===== config.mk =====
export PLATFORM = sky130hd
export DESIGN_NAME = booth_accum
export DESIGN_NICKNAME = d
export VERILOG_FILES = /design/src/rtl/booth_accum.sv
export SDC_FILE = /design/constraint.sdc
export NUM_CORES = 1
export LEC_CHECK = 0
export ABC_AREA = 1
export CELL_PAD_IN_SITES_DETAIL_PLACEMENT = 1
export CELL_PAD_IN_SITES_GLOBAL_PLACEMENT = 2
export CORE_UTILIZATION = 34
export CTS_CLUSTER_DIAMETER = 200
export DETAILED_ROUTE_END_ITERATION = 10
export PLACE_DENSITY = 0.94
export SLEW_MARGIN = 10
export SYNTH_ARGS = -nofsm -noshare
export SYNTH_HDL_FRONTEND = slang
export SYNTH_SLANG_ARGS = --single-unit

===== constraint.sdc =====
create_clock -name clock -period 14.2 [get_ports clock]
set_input_delay 1.42 -clock clock [delete_from_list [all_inputs] [get_ports clock]]
set_output_delay 1.42 -clock clock [all_outputs]
set_load 0.03 [all_outputs]

===== src/rtl/booth_accum.sv =====
// Sequential radix-4 Booth accumulator: sums 16 pre-encoded partial products into a 64-bit signed product.
// Optional build macro BOOTH_ACCUM_EARLY_EXIT_EN finishes as soon as every remaining group is NOTHING.
module booth_accum (
    input  logic        clock,
    input  logic        reset,
    input  logic        start,
    input  logic [31:0] multiplicand,
    input  logic [15:0] SHIFT,
    input  logic [15:0] SUB,
    input  logic [15:0] NOTHING,
    output logic [31:0] result,
    output logic        data_exception,
    output logic        data_resultRDY
);

    localparam int unsigned MW = 32;
    localparam int unsigned GN = 16;
    localparam int unsigned AW = 64;
    localparam int unsigned PW = MW + 2;
    localparam int unsigned IW = 4;

    typedef enum logic [1:0] {IDLE, BUSY, DONE} state_t;

    state_t          state_q, state_d;
    logic [MW-1:0]   mcand_q, mcand_d;
    logic [GN-1:0]   shift_q, shift_d;
    logic [GN-1:0]   sub_q, sub_d;
    logic [GN-1:0]   nothing_q, nothing_d;
    logic [AW-1:0]   acc_q, acc_d;
    logic [IW-1:0]   idx_q, idx_d;
    logic [MW-1:0]   result_q, result_d;
    logic            exc_q, exc_d;
    logic            rdy_q, rdy_d;

    logic [PW-1:0]   mag_c, pp_c;
    logic [AW-1:0]   pp_ext_c, acc_sum_c;
    logic            last_c;

    // Partial product of the current group, weighted by 4^idx and added to the accumulator
    always_comb begin
        mag_c = shift_q[idx_q] ? {mcand_q[MW-1], mcand_q, 1'b0}
                               : {{2{mcand_q[MW-1]}}, mcand_q};
        if (nothing_q[idx_q]) begin
            pp_c = '0;
        end else if (sub_q[idx_q]) begin
            pp_c = PW'(~mag_c + PW'(1));
        end else begin
            pp_c = mag_c;
        end
        pp_ext_c  = {{(AW-PW){pp_c[PW-1]}}, pp_c} << {idx_q, 1'b0};
        acc_sum_c = acc_q + pp_ext_c;
    end

`ifdef BOOTH_ACCUM_EARLY_EXIT_EN
    // Done once no group above the current one contributes anything
    always_comb begin
        last_c = 1'b1;
        for (int unsigned j = 0; j < GN; j++) begin
            if ((j > 32'(idx_q)) && !nothing_q[IW'(j)]) begin
                last_c = 1'b0;
            end
        end
    end
`else
    always_comb begin
        last_c = (idx_q == IW'(GN - 1));
    end
`endif

    always_comb begin
        state_d   = state_q;
        mcand_d   = mcand_q;
        shift_d   = shift_q;
        sub_d     = sub_q;
        nothing_d = nothing_q;
        acc_d     = acc_q;
        idx_d     = idx_q;
        result_d  = result_q;
        exc_d     = exc_q;
        rdy_d     = 1'b0;
        case (state_q)
            IDLE: begin
                if (start) begin
                    mcand_d   = multiplicand;
                    shift_d   = SHIFT;
                    sub_d     = SUB;
                    nothing_d = NOTHING;
                    acc_d     = '0;
                    idx_d     = '0;
                    state_d   = BUSY;
                end
            end
            BUSY: begin
                acc_d = acc_sum_c;
                idx_d = idx_q + IW'(1);
                if (last_c) begin
                    state_d  = DONE;
                    result_d = acc_sum_c[MW-1:0];
                    // Product fits in 32 signed bits only if bits [63:31] are a pure sign extension
                    exc_d    = !((&acc_sum_c[AW-1:MW-1]) || !(|acc_sum_c[AW-1:MW-1]));
                    rdy_d    = 1'b1;
                end
            end
            DONE: begin
                state_d = IDLE;
            end
            default: begin
                state_d = IDLE;
            end
        endcase
    end

    always_ff @(posedge clock) begin
        if (reset) begin
            state_q   <= IDLE;
            mcand_q   <= '0;
            shift_q   <= '0;
            sub_q     <= '0;
            nothing_q <= '0;
            acc_q     <= '0;
            idx_q     <= '0;
            result_q  <= '0;
            exc_q     <= 1'b0;
            rdy_q     <= 1'b0;
        end else begin
            state_q   <= state_d;
            mcand_q   <= mcand_d;
            shift_q   <= shift_d;
            sub_q     <= sub_d;
            nothing_q <= nothing_d;
            acc_q     <= acc_d;
            idx_q     <= idx_d;
            result_q  <= result_d;
            exc_q     <= exc_d;
            rdy_q     <= rdy_d;
        end
    end

    assign result         = result_q;
    assign data_exception = exc_q;
    assign data_resultRDY = rdy_q;

endmodule


; Word-level counts from Yosys, hierarchy flattened
; Cells that the tools add are included.
; Widths: inputs -> output; s select.
[totals]
ramBits = 0
out_inout_bits = 34
n_memories = 0
latch_bits = 0
mem_bits_ro = 0
reg_bits = 184
[classes]
add_sub_neg = 3
n_bitwise = 2
multipliers = 0
n_eq_ne = 4
magnitude_cmp = 1
n_reduce_logical = 12
muxes = 17
n_shift = 1
div = 0
[op_table]
columns = operator, n
row1 = $pmux 64 s2, 1
row2 = $mux 34, 2
row3 = $add 64x64->64, 1
row4 = $mux 64, 1
row5 = $shl 64x5->64, 1
row6 = $add 34x1->34 const B, 1
row7 = $not 34->34, 1
row8 = $reduce_and 33->1, 1
row9 = $reduce_or 33->1, 1
row10 = $mux 32, 1
row11 = $bmux 1 s4, 3
row12 = $pmux 4 s2, 1
row13 = $reduce_and 2->1, 4
row14 = $lt 4x5->1 const B, 1
row15 = $add 4x1->4 const B, 1
row16 = $eq 4x4->1 const B, 1
row17 = $mux 1, 4
row18 = $mux 2, 2
row19 = $mux 4, 1
row20 = $ne 2x2->1 const B, 2
row21 = $pmux 2 s2, 1
row22 = $eq 2x1->1 const B, 1
row23 = $logic_not 1->1, 2
row24 = $logic_not 2->1, 1
row25 = other kinds (4), 4

; Logic depth before layout (Yosys ltp)
; Gate-level depths: netlist of run 1.
[depth]
word_depth = 13
depth_mapped = 47
ltp_nobuf = 45

; Worst setup path before layout of run 1
; Ideal clock, no wire load.
[synth_path]
path_type = register to register
from = register idx_q[1]
to = register exc_q (netlist: data_exception)
setup_ns = 0.132
period_less_slack_ns = 4.905
arrival_ns = 4.773
path_slack_ns = 9.295
required_time_ns = 14.068
path_buffers = 4
stages_incl_launch_ff = 42
cell_sequence = dfxtp_1 -> buf_4 -> inv_1 -> buf_2 -> nand3_1 -> nand3_2 -> nand3_4 -> nand2_4 -> buf_6 -> buf_8 -> o21ai_0 -> ha_1 -> nand3_4 -> nor2_4 -> nand2_1 -> nand2_2 -> nand3_1 -> nand3_1 -> [6 not listed] -> nand2_1 -> nor2_1 -> inv_1 -> nor2_1 -> inv_1 -> nor4_1 -> nand3_1 -> nand3_1 -> xnor2_1 -> inv_1 -> nor2_1 -> nand2_1 -> nor2_1 -> nand2_1 -> nor2_1 -> nand2_1 -> nand3_1 -> a21oi_1
[synth_between]
elab_chain_len = 13
elab_cells_between_ends = 20
[synth_rtl]
columns = element, line_no
row1 = start: declaration, 30  ; logic [IW-1:0] idx_q, idx_d;
row2 = start signal: assignment, 132  ; idx_q <= idx_d;
row3 = $bmux 1 s4, 41  ; mag_c = shift_q[idx_q] ? {mcand_q[MW-1], mcand_q, 1'b0}
row4 = $mux 1 (not written as such), 41
row5 = $mux 32, 41
row6 = $not 34->34, 46  ; pp_c = PW'(~mag_c + PW'(1));
row7 = $add 34x1->34, 46
row8 = $mux 34, 45  ; end else if (sub_q[idx_q]) begin
row9 = $mux 34, 43  ; if (nothing_q[idx_q]) begin
row10 = $shl 64x5->64, 50  ; pp_ext_c = {{(AW-PW){pp_c[PW-1]}}, pp_c} << {idx_q, 1'b0};
row11 = $add 64x64->64, 51  ; acc_sum_c = acc_q + pp_ext_c;
row12 = $reduce_or 33->1, 100  ; exc_d = !((&acc_sum_c[AW-1:MW-1]) || !(|acc_sum_c[AW-1:MW-1]));
row13 = $logic_not 1->1, 100
row14 = $logic_or 1x1->1, 100
row15 = $logic_not 1->1, 100
row16 = end signal: assignment, 123  ; exc_q <= 1'b0;
row17 = end signal: assignment, 134  ; exc_q <= exc_d;
row18 = end: declaration, 32  ; logic exc_q, exc_d;
; Several ways; a longest one is shown, not always the timed one. The select of a mux whose other input is x is not followed.
; A chain may end at the register's enable or synchronous reset.

; Final worst setup path of run 1
; Same ends and word-level chain as after synthesis.

==> run metrics, run 1 <==
status finished, final reports clean; Initial Utilization 0.345; pwr dens 125 mW/mm^2; Die Height 214 um; GRT Residual Overflow 0; postcts setup bufs 0; hold_sp shift_q[2]; area delta synth->final 14.1%; syn nets 2,748; CTS Root Cell clkbuf_16; headroom to the max-slew limit 0.224; Seq cells post-synth around 180; register-to-register setup slack 6.15 ns; fillcell total 6,096; FF-to-FF Start idx_q[1]; final setup fails 0; Synthesis Warnings 0; leakage between 7 and 8 nW; WS Path Type register to register; Sink Count 184; Yosys cell types 50; Core Region 0.0441 sq mm; most used cell, CP nand2_1; sequential power share 0.269; Final Skew 0.0154 ns; Crit path largest cell delay 1.02 ns; Top Ports around 120; number of I/O port buffers ~120; slowest stage cell on the critical path dfxtp_2; crit end category register; routed vias/inst 5.34; Worst-Skew Late Latency a little under 0.5 ns; Mean Syn Cell Area 5.85 sq um; synthesized area 0.0152 sq mm; GP Congestion 1.01; Clk pwr share 0.246; total negative slack 0 ns; Routed Antenna Nets 0; worst reg2reg path depth 40; vias in the first global route around 17,000; dominant cell type by area after synthesis dfxtp_1; post-CTS sizing 0; share of layout cells above drive strength 1 0.0446; pin count of the biggest net entering global routing 116; fmax 124 MHz; row cnt 77; class of the worst hold path register to register; flip-flop and latch area 0.00369 sq mm; Syn Inst Count 2,599; Gate power share 0.485; Diodes inserted 0; Place WS 6.33 ns; Seq/Total Area, Yosys 0.242; overall routing resource usage 0.274; RSZ-0062 raised after global routing false; hold_buf cts 0; sw frac 0.474; Synth top area share 0.242; Post-synth EDFFs 0; WHS Path Cells 2; area of the multi-input gates 0.0101 sq mm; Detailed Place HPWL 48,700 um; H-tree levels 4; Power Internal 1.14 mW; Slew @ Worst Pin 1.16 ns; vias 17,300; total wire length 61,000 um; Synth Flop Type dfxtp_1; CTS tree yes; crit-path max FO 56; die area 0.0456 sq mm; switching pwr 1.03 mW; die width 214 um; Startpoint Class register; Worst-path clk slew 0.08 ns; ys async rst share 0; first-pass GRT wire length slightly below 100,000 um; final hold violations 0; worst vdd ir 0.000102 V; final net count 2,782; Worst EP arrival 8.41 ns; period utilization 0.567; CTS Buf Count 17; initial antenna violation count 0; final worst slack around 6.1 ns; required time at the worst-slack endpoint 14.55 ns; Slew Limit Fails 0; routed length per instance around 19 um; Pre-Repair DR Iteration Count 7; max_cap viols 0; synth top area cells dfxtp_1 24%, nand2_1 17%, nor2_1 8.7%; crit path launch idx_q[1]; Longest Clk Path Bufs 2; DRC viols 0; fin crit period 8.05 ns; starting DRC count in detailed routing 1,073
-- layout by cell type (no fill, tap or decap), types with 14 or more instances in the layout --
cell / n
a21o_1: 17
a21oi_1: 246
buf_4: 15
clkbuf_16: 17
clkdlybuf4s50_1: 115
dfxtp_1: 180
ha_1: 65
inv_1: 225
nand2_1: 703
nand3_1: 257
nand4_1: 20
nor2_1: 350
nor3_1: 14
o21ai_0: 187
o21ai_1: 27
xor2_1: 38
-- power groups by stage --
stage | Sequential [mW] | Combinational, mW | Clock, mW
global route | 0.589 | 1.17 | 0.568
detailed placement | 0.595 | 1.04 | 0
finish | 0.584 | 1.05 | 0.534
floorplan | 0.585 | 0.712 | 0
CTS | 0.584 | 1.05 | 0.547
global placement | 0.594 | 1.03 | 0
-- flip-flops by register name (all words and copies together) (netlist names) --
name / count
acc_q: 64
idx_q: 4
sub_q: 16
mcand_q: 32
nothing_q: 16
data_resultRDY: 1
data_exception: 1
result: 32
shift_q: 16
state_q: 2
-- synth_stat cells, drive strengths merged, types with 8 or more instances --
library cell / count
a21oi: 247
nor2: 359
nand3: 265
buf: 53
or2: 11
nand4: 20
nor3: 14
xor2: 38
inv: 235
a21o: 17
ha: 65
o211ai: 12
nand2: 717
nor4: 9
dfxtp: 184
xnor2: 12
o21ai: 226
clkbuf: 62
nand3b: 8
-- cell families after synthesis --
group / after synthesis / synth area share
simple gates: 1406 / 0.388
mux: 3 / 0.00197
xor+xnor: 50 / 0.0288
compound gates: 537 / 0.191
buf+inv: 353 / 0.0932
flops: 184 / 0.242
fa+ha+maj: 66 / 0.0548
-- cell type report --
type / instances / area share
Multi-Input combinational cell: 2062 / 0.583
Sequential cell: 184 / 0.213
Timing Repair Buffer: 130 / 0.0728
Inverter: 238 / 0.0515
Tap cell: 592 / 0.0427
Clock buffer: 17 / 0.0245
Clock inverter: 15 / 0.0125
-- worst max-delay path, delay by kind of cell (launching register included) --
| family | cells | cell delay [ns] |
|---|---|---|
| buffers and inverters | 5 | 0.93 |
| and+or+nand+nor | 29 | 4.07 |
| DFF | 1 | 1.02 |
| adders and majority gates | 2 | 0.56 |
| AOI/OAI and AO/OA | 4 | 1.31 |
-- worst paths after layout --
check,to
max,data_exception
max reg2reg,data_exception
min,shift_q[2]
min reg2reg,shift_q[2]
-- per-stage QoR --
| step | hold slack [ns] | utilization | cell area (sq um) | cells | total power, mW |
|---|---|---|---|---|---|
| floorplan | 0.424 | - | 15200 | 2599 | 1.30 |
| global placement | 0.442 | 0.379 | 16700 | 3206 | 1.62 |
| detailed placement | 0.447 | 0.379 | 16700 | 3206 | 1.63 |
| CTS | 0.456 | 0.393 | 17400 | 3238 | 2.18 |
| global route | 0.482 | 0.393 | 17400 | 3238 | 2.32 |
| finish | 0.453 | 0.393 | 17400 | 3238 | 2.17 |
-- per-layer routing --
layer	vias up	track usage	wire, um
met2	384	0.455	28300
li1	8588	-	-
met1	8241	0.365	28900
met5	-	0	0
met3	75	0.0343	2150
met4	0	0.0953	1690
No activity file was read; power rests on OpenSTA's default activity.
==> inputs of run 2 (changes only) <==
- CORE_UTILIZATION: 34 -> 32
- PLACE_DENSITY: 0.94 -> 0.89
- clock period: 14.2 -> 7.74 ns (I/O delays scaled with it)
==> run 2 against run 1 <==
Effect of this change:
- worst setup slack lost 5.5 ns
- critical path type unchanged
- largest cell class unchanged
- wire length rose by 2.5%
- power is 82% higher
- global-route usage is 0.91 points lower
- clock-buffer cell count up 1
- critical path depth fell by 6
- utilization down 2.2 points
==> run metrics, run 2 (synthesis gave the netlist of run 1 again) <==
Crit path largest cell delay 0.57 ns (was 1.02 ns); CTS Root Cell clkbuf_16 (unchanged); final hold violations 0 (unchanged); metal3 WL 2240 um (was 2150 um); Longest Clk Path Bufs 2 (unchanged); H-tree levels 4 (unchanged); most frequent cells in the layout 703 x nand2_1, 350 x nor2_1, 257 x nand3_1 (unchanged); fmax 142 MHz (was 124 MHz); Detailed Place HPWL 49,900 um (was 48,700 um); routed vias/inst 5.30 (was 5.34); Worst-Skew Late Latency 0.52 ns (was 0.49 ns); fin crit period 7.06 ns (was 8.05 ns); CTS Buf Count 17 (unchanged); period utilization 0.912 (was 0.567); crit end category register (unchanged); WL met2 28,900 um (was 28,300 um); leakage 7.56 nW (about the same); hold_ws 0.463 ns (was 0.453 ns); pin count of the biggest net entering global routing 107 (was 116); largest reg by FF count acc_q (unchanged); starting DRC count in detailed routing 1,085 (was 1,073); final setup fails 0 (unchanged); Worst EP arrival 7.43 ns (was 8.41 ns); total negative slack 0 ns (unchanged); DRC viols 0 (unchanged); slowest stage cell on the critical path nor4_1 (was dfxtp_2); sequential power share 0.271 (was 0.269); CTS tree yes (unchanged); overall routing resource usage 0.265 (was 0.274); Slew @ Worst Pin 1.07 ns (was 1.16 ns); Pre-Repair DR Iteration Count 5 (was 7); Routed Antenna Nets 0 (unchanged); Clk pwr share 0.238 (was 0.246); Final Skew 0.0154 ns (about the same); RSZ-0062 raised after global routing false (unchanged); commonest non-fill, non-tap cell in the layout nand2_1 (unchanged); Diodes inserted 0 (unchanged); total wire length 62,500 um (was 61,000 um); Largest register FFs 64 (unchanged); vias in the first global route 17,400 (about the same); WS Path Type register to register (unchanged); class of the worst hold path register to register (unchanged); initial antenna violation count 0 (unchanged); routed length per instance 19.2 um (was 18.8 um); first-pass GRT wire length 98,800 um (was 97,100 um); WL met1 30,200 um (was 28,900 um); Startpoint Class register (unchanged); final net count 2,787 (was 2,782); Sink Count 184 (unchanged); Power Internal 2.05 mW (was 1.14 mW); Top Metal Used met4 (unchanged); Gate power share 0.491 (was 0.485); headroom to the max-slew limit 0.285 (was 0.224); Core Region 0.0468 sq mm (was 0.0441 sq mm); fillcell total 6,326 (was 6,096); pwr dens 227 mW/mm^2 (was 125 mW/mm^2); Top Ports 117 (unchanged); die area 0.0484 sq mm (was 0.0456 sq mm); crit-path max FO 47 (was 56); die width 220 um (was 214 um); row cnt 79 (was 77); switching pwr 1.90 mW (was 1.03 mW); postcts setup bufs 0 (unchanged); required time at the worst-slack endpoint 8.11 ns (was 14.55 ns); Slew Limit Fails 0 (unchanged); status finished, final reports clean (unchanged); Worst-path clk slew 0.08 ns (about the same); GRT Residual Overflow 0 (unchanged); Initial Utilization 0.325 (was 0.345); vias 17,200 (was 17,300); share of layout cells above drive strength 1 0.0457 (was 0.0446); worst vdd ir 0.000176 V (was 0.000102 V); Die Height 220 um (was 214 um); area delta synth->final 14.2% (was 14.1%); sw frac 0.481 (was 0.474); most used cell, CP nand2_1 (unchanged); max_cap viols 0 (unchanged); number of I/O port buffers 116 (unchanged); GP Congestion 0.959 (was 1.01)
==> run 2: cell count changes in the layout (fill, tap and decap cells not counted), sizes merged <==
cell      delta
buf          +5
bufinv       -1
clkbuf       +1
clkinv       +3
clkinvlp     +1
inv          -5
==> run 2: final timing paths <==
check              start             end  slack (ns)  cells past startpoint
max             idx_q[0]  data_exception        0.68                     34
min reg2reg  shift_q[14]     shift_q[14]        0.46                      2
min          shift_q[14]     shift_q[14]        0.46                      2
max reg2reg     idx_q[0]  data_exception        0.68                     34
==> run 2: layer usage <==
metal | track usage | vias up
met5 | 0 | -
met4 | 0.0671 | 0
met3 | 0.0371 | 51
li1 | - | 8606
met1 | 0.359 | 8267
met2 | 0.439 | 324
==> run 2: critical path: cells and delay by family (launching register included) <==
family                   cells  cell delay (ns)
buffers and inverters        7             1.67
adder cells (fa/ha/maj)      1             0.42
AND/OR/NAND/NOR             20             3.13
flip-flops                   1             0.47
XOR/XNOR                     1             0.24
AO/OA/AOI/OAI                5             0.95
==> run 2: layout make-up <==
cell class / instances / area, sq um / share of cell area
Clock buffer: 18 / 429 / 0.0247
Clock inverter: 13 / 161 / 0.00929
Inverter: 238 / 895 / 0.0515
Multi-Input combinational cell: 2062 / 10100 / 0.584
Sequential cell: 184 / 3690 / 0.212
Tap cell: 607 / 759 / 0.0437
Timing Repair Buffer: 135 / 1300 / 0.0749
==> run 2: power by group through the flow <==
stage / combinational (mW) / sequential [mW] / clock (mW)
4_1_cts: 1.93 / 1.07 / 0.959
3_5_place_dp: 1.92 / 1.09 / 0
5_1_grt: 2.14 / 1.08 / 0.986
3_3_place_gp: 1.89 / 1.09 / 0
2_1_floorplan: 1.31 / 1.07 / 0
6_report: 1.94 / 1.07 / 0.939
==> run 2: metrics by stage <==
stage               cells  instance area, sq um  power [mW]  setup slack [ns]   util
floorplan            2599                 15200        2.38              2.83      -
global placement     3226                 16800        2.98             0.943  0.359
detailed placement   3226                 16800        3.01             0.789  0.359
CTS                  3257                 17400        3.96             0.757  0.371
global route         3257                 17400        4.21             0.162  0.372
finish               3257                 17400        3.95             0.680  0.372
==> run 2: repair_timing <==
item | CTS | global route
setup endpoints to repair | 0 | 1
hold endpoints to repair | 0 | 0
hold buffers | 0 | 0
gates resized for setup | 0 | 1
